$ cat src/rtl/jtcontra_fm_wrseq.sv
// Write sequencer for the jt51 register port: buffers (register, value) pairs and
// replays them as address write, gap, data write and busy polling, paced by cen.
module jtcontra_fm_wrseq #(
    parameter int unsigned AW      = 3,
    parameter int unsigned GAP     = 2,
    parameter int unsigned TIMEOUT = 255
) (
    input  logic          clk,
    input  logic          rst,
    input  logic          cen,
    input  logic          flush,
    input  logic          req_valid,
    input  logic [7:0]    req_addr,
    input  logic [7:0]    req_data,
    output logic          req_ready,
    output logic [AW:0]   level,
    output logic          busy,
    output logic          timeout,
    output logic          fm_cs_n,
    output logic          fm_wr_n,
    output logic          fm_a0,
    output logic [7:0]    fm_din,
    input  logic [7:0]    fm_dout
);

    typedef enum logic [2:0] {
        StIdle,
        StAddr,
        StGap,
        StData,
        StPoll
    } state_e;

    localparam logic [7:0] GapLast  = 8'(GAP - 1);
    localparam logic [7:0] PollLast = 8'(TIMEOUT - 1);

    state_e        state;
    logic [AW-1:0] wr_ptr;
    logic [AW-1:0] rd_ptr;
    logic [7:0]    mem_a [2**AW];
    logic [7:0]    mem_d [2**AW];
    logic [7:0]    cur_d;
    logic [7:0]    gap_cnt;
    logic [7:0]    poll_cnt;
    logic          push;
    logic          pop;
    logic          unused_dout;

    assign unused_dout = ^fm_dout[6:0];

    // level[AW] is set only when all 2**AW entries are occupied
    assign req_ready = !level[AW];
    assign push      = req_valid && req_ready && !flush;
    assign pop       = cen && (state == StIdle) && (level != '0) && !flush;
    assign busy      = (state != StIdle) || (level != '0);

    always_ff @(posedge clk) begin
        if (push) begin
            mem_a[wr_ptr] <= req_addr;
            mem_d[wr_ptr] <= req_data;
        end
    end

    always_ff @(posedge clk) begin
        if (rst) begin
            wr_ptr <= '0;
            rd_ptr <= '0;
            level  <= '0;
        end else begin
            if (push) wr_ptr <= wr_ptr + AW'(1);
            if (flush) begin
                level  <= '0;
                rd_ptr <= wr_ptr;
            end else begin
                if (pop) rd_ptr <= rd_ptr + AW'(1);
                if (push && !pop) begin
                    level <= level + (AW+1)'(1);
                end else if (!push && pop) begin
                    level <= level - (AW+1)'(1);
                end
            end
        end
    end

    // Bus outputs are loaded on the transition into each state
    always_ff @(posedge clk) begin
        if (rst) begin
            state    <= StIdle;
            fm_cs_n  <= 1'b1;
            fm_wr_n  <= 1'b1;
            fm_a0    <= 1'b0;
            fm_din   <= 8'd0;
            timeout  <= 1'b0;
            cur_d    <= 8'd0;
            gap_cnt  <= 8'd0;
            poll_cnt <= 8'd0;
        end else if (cen) begin
            case (state)
                StIdle: begin
                    if (pop) begin
                        cur_d    <= mem_d[rd_ptr];
                        fm_din   <= mem_a[rd_ptr];
                        fm_cs_n  <= 1'b0;
                        fm_wr_n  <= 1'b0;
                        fm_a0    <= 1'b0;
                        poll_cnt <= 8'd0;
                        state    <= StAddr;
                    end
                end
                StAddr: begin
                    fm_cs_n <= 1'b1;
                    fm_wr_n <= 1'b1;
                    gap_cnt <= 8'd0;
                    state   <= StGap;
                end
                StGap: begin
                    if (gap_cnt == GapLast) begin
                        fm_cs_n <= 1'b0;
                        fm_wr_n <= 1'b0;
                        fm_a0   <= 1'b1;
                        fm_din  <= cur_d;
                        state   <= StData;
                    end else begin
                        gap_cnt <= gap_cnt + 8'd1;
                    end
                end
                StData: begin
                    fm_wr_n <= 1'b1;
                    state   <= StPoll;
                end
                StPoll: begin
                    if (!fm_dout[7]) begin
                        fm_cs_n <= 1'b1;
                        state   <= StIdle;
                    end else if (poll_cnt == PollLast) begin
                        // chip never released busy: drop this entry and move on
                        timeout <= 1'b1;
                        fm_cs_n <= 1'b1;
                        state   <= StIdle;
                    end else begin
                        poll_cnt <= poll_cnt + 8'd1;
                    end
                end
                default: begin
                    fm_cs_n <= 1'b1;
                    fm_wr_n <= 1'b1;
                    state   <= StIdle;
                end
            endcase
        end
    end

endmodule
$ cat config.mk
export PLATFORM = sky130hd
export DESIGN_NAME = jtcontra_fm_wrseq
export DESIGN_NICKNAME = d
export VERILOG_FILES = /design/src/rtl/jtcontra_fm_wrseq.sv
export SDC_FILE = /design/constraint.sdc
export NUM_CORES = 1
export LEC_CHECK = 0
export BUFFER_PORTS_ARGS = -buffer_cell sky130_fd_sc_hd__buf_2
export CAP_MARGIN = 15
export CORE_ASPECT_RATIO = 0.9
export CORE_MARGIN = 3
export CORE_UTILIZATION = 60
export CTS_BUF_LIST = sky130_fd_sc_hd__clkbuf_4
export DETAILED_ROUTE_END_ITERATION = 6
export PLACE_DENSITY_LB_ADDON = 0.2
export REMOVE_ABC_BUFFERS = 1
export SKIP_LAST_GASP = 1
export SYNTH_ARGS = -nofsm -noshare
export SYNTH_HDL_FRONTEND = slang
export SYNTH_SLANG_ARGS = --single-unit
$ cat constraint.sdc
create_clock -name clk -period 3.4 [get_ports clk]
set_clock_uncertainty 0.15 [all_clocks]
set_input_delay 0.17 -clock clk [delete_from_list [all_inputs] [get_ports clk]]
set_output_delay 0.17 -clock clk [all_outputs]
set_load 0.03 [all_outputs]
==> metrics.md <==
| Metric | Value |
|---|---|
| Post-route setup TNS | `0 ps` |
| DR vias/cell | `between 5 and 6` |
| I/O pin total | `47` |
| H-tree levels | `4` |
| Share of power burned in registers | `63.9%` |
| Routability congestion estimate | `between 0.8 and 0.9` |
| WL per Instance | `19.8 um` |
| Sw power | `around 0.94 mW` |
| Synth top area share | `52.8%` |
| Status | `completed` |
| EDFF count, synth | `128` |
| Sw frac | `between 20% and 30%` |
| Port Buffers | `39` |
| Tot GR Track Use | `between 20% and 30%` |
| Comb pwr share | `9.2%` |
| Clock sinks | `180` |
| Synth area leaders | `edfxtp_1 53%, dfxtp_1 14%, mux4_2 9.9%` |
| HP Class | `in -> reg` |
| Row cnt | `37` |
| Largest net degree at the start of global routing | `29` |
| Period utilization | `about nine tenths` |
| Core area | `between 10000 and 15000 um2` |
| Worst slew pin tran | `870 ps` |
| Crit path launch type | `register` |
| RSZ-0062 raised after global routing | `no` |
| Initial antenna violation count | `0` |
| P per Cell Area | `between 400 and 500 nW/um2` |
| CTS tree | `built` |
| Detail Route Antenna Nets | `0` |
| Max_cap viols | `0` |
| DIE HEIGHT | `~110 um` |
| Avg Inst Size Synth | `approximately 15 um2` |
| Seq/Total Area, Yosys | `about two thirds` |
| Clk pwr share | `between 20 and 30%` |
| Final HPWL DP | `roughly 9 mm` |
| Via count | `4316` |
| Die X | `122 um` |
| Mapped Cells | `just under 500` |
| Ys Warns | `0` |
| # fillers | `777` |
| Final Setup Violations | `0` |
| Static leakage | `between 2 and 3 nW` |
| Detailed-route wire length | `14.2 mm` |
| Ratio of cells with drive above 1 in the final layout | `23.0%` |
| Multi-input logic area | `between 2000 and 2500 um2` |
| CP Max Fanout | `6` |
| # DRC | `0` |
| CTS root buffer | `clkbuf_4` |
| Peak supply drop | `roughly 0.32 mV` |
| P&R area growth vs syn | `11.6%` |
| Starting Density | `62.6%` |
| Fin nets | `between 500 and 600` |
| DIE AREA | `13500 um2` |
| Total congestion overflow | `0` |
| Cells resized by post-CTS repair | `0` |
| Worst EP arrival | `about 3400 ps` |
| Yosys cell types | `54` |
| Max-slew violation count | `0` |
| Num CTS Buffers | `17` |
| Post-Syn Area | `between 7000 and 8000 um2` |
| Slew margin rel. | `a little over two fifths` |
| Clock transition at path regs | `between 100 and 150 ps` |
| DR pass1 iterations | `7` |
| Internal power | `about 2.8 mW` |
| Post-layout util | `between 60% and 70%` |
| Vias in the first global route | `around 4500` |
| Register area | `around 4900 um2` |
| Area leader, netlist | `edfxtp_1` |
| Final Hold Vio Count | `0` |
| Antenna diode count | `0` |
| Most common flop cell mapped by yosys | `edfxtp_1` |
| CP required | `3730 ps` |
| Endpoint class of the critical path | `register` |
| Crit path time final | `approximately 3000 ps` |
| Worst-case clock buffer depth | `2` |
| First-pass GRT wire length | `approximately 23 mm` |
| Worst skew pair latency | `580 ps` |
| Initial DRC count | `~440` |
| Max Freq | `roughly 0.33 GHz` |
| Flops & latches, synth | `180` |
| Fraction of registers with async set/reset | `0%` |
| Critical path class | `reg -> reg` |
-- final timing paths --
check | from | endpoint | slack [ps] | depth (start not counted)
setup / recovery | level[3] | level[2] | 360 | 11
setup reg to reg | level[3] | level[2] | 360 | 11
hold reg to reg | fm_a0 | fm_a0 | 320 | 2
hold / removal | fm_dout[7] | state[2] | 180 | 5
-- registers in the layout (all words and copies together) (netlist names), 3 cells and up, named ones only --
| register | flops |
|---|---|
| rd_ptr | 3 |
| level | 4 |
| poll_cnt | 8 |
| cur_d | 8 |
| gap_cnt | 8 |
| wr_ptr | 3 |
| fm_din | 8 |
| mem_a | 64 |
| mem_d | 64 |
| state | 3 |
-- power by group through the flow --
stage | Clock [mW] | Combinational [mW] | Sequential, mW
global placement | 0 | 0.322 | 2.47
finish | 1.02 | 0.350 | 2.42
CTS | 1.04 | 0.352 | 2.42
global route | 1.13 | 0.386 | 2.43
floorplan | 0 | 0.190 | 2.49
detailed placement | 0 | 0.333 | 2.47
-- routing by layer --
layer,up-vias,part of all wire [%],track usage (%)
met1,2126,44,31.1
met5,-,0,0
met2,134,49,36.2
li1,2030,-,-
met4,0,2.2,8.88
met3,26,5.3,5.73
-- metrics by stage --
stage                     power (mW)  cells  hold slack (ps)  cell area [um2]  setup WS, ps
after floorplan                 2.68    457             89.1             7150           402
after global placement          2.79    667              276             7670           765
after detailed placement        2.81    667              293             7670           692
after CTS                       3.82    721              134             8120           343
after global routing            3.95    721              155             8120           181
final                           3.79    721              179             8120           358
-- final cells by class --
type	instances	area share (%)
Sequential cell	180	60.2
Multi-Input combinational cell	264	27.5
Timing Repair Buffer	76	6.50
Tap cell	156	2.40
Clock buffer	20	1.85
Clock inverter	12	1.00
Inverter	13	0.601
-- critical path, stage by stage, from the launching register on --
cell	delay [ps]
dfxtp_1	390
o41ai_2	660
nor3_4	60
inv_2	80
ha_1	150
inv_1	90
fa_1	380
xnor2_1	180
nor2_1	60
a21oi_1	120
nor3_1	50
dlygate4sd3_1	570
-- cells in the final DEF (no fill, tap or decap), drive strengths merged, types with 2 or more instances in the layout --
master | synthesis | routed
inv | 13 | 17
mux2i | 12 | 12
ha | 9 | 9
nand2 | 23 | 23
clkinv | 0 | 5
o21ai | 22 | 22
nand3 | 6 | 6
nand3b | 2 | 2
or2 | 2 | 2
or3b | 2 | 2
clkbuf | 11 | 20
mux4 | 32 | 32
a21oi | 13 | 13
nor3 | 11 | 11
dfxtp | 52 | 52
nor2 | 33 | 33
nand2b | 6 | 6
a211oi | 9 | 9
buf | 16 | 54
o32ai | 3 | 3
dlygate4sd3 | 0 | 22
or3 | 5 | 5
or4 | 3 | 3
nand4 | 12 | 12
edfxtp | 128 | 128
nor4 | 4 | 4
o22ai | 10 | 10
xnor2 | 10 | 10
a22oi | 4 | 4
nor3b | 3 | 3
o31ai | 8 | 8
clkinvlp | 0 | 3
a31oi | 3 | 3
-- synth_stat cells (3+ instances only) --
master,instances
o32ai_1,3
nor2_1,33
buf_1,5
inv_1,12
xnor2_1,10
nor3_1,9
o21ai_0,21
nand3_1,6
nand4_1,12
a21oi_1,13
clkbuf_1,11
edfxtp_1,128
dfxtp_1,52
o31ai_1,8
a211oi_1,9
nand2_1,23
mux2i_1,12
mux4_2,32
nand2b_1,6
nor4_1,4
o22ai_1,10
ha_1,9
a22oi_1,4
or4_1,3
nor3b_1,3
or3_1,4
a31oi_1,3
buf_2,10
-- cells by family after synthesis --
group                      Yosys count  synth area share (%)
DFF                                180                  67.1
and+or+nand+nor                    117                  8.48
AOI/OAI and AO/OA                   81                  7.17
muxes                               45                  11.7
buffers and inverters               40                  2.34
xor gates and xnor gates            11                  1.32
adders and majority gates           10                  1.82
-- timing repair --
item / in CTS / in global routing
hold endpoints to repair: 158 / 0
buffers inserted: 0 / 0
hold buffers: 22 / 0
Power figures use the tool's default switching activity.
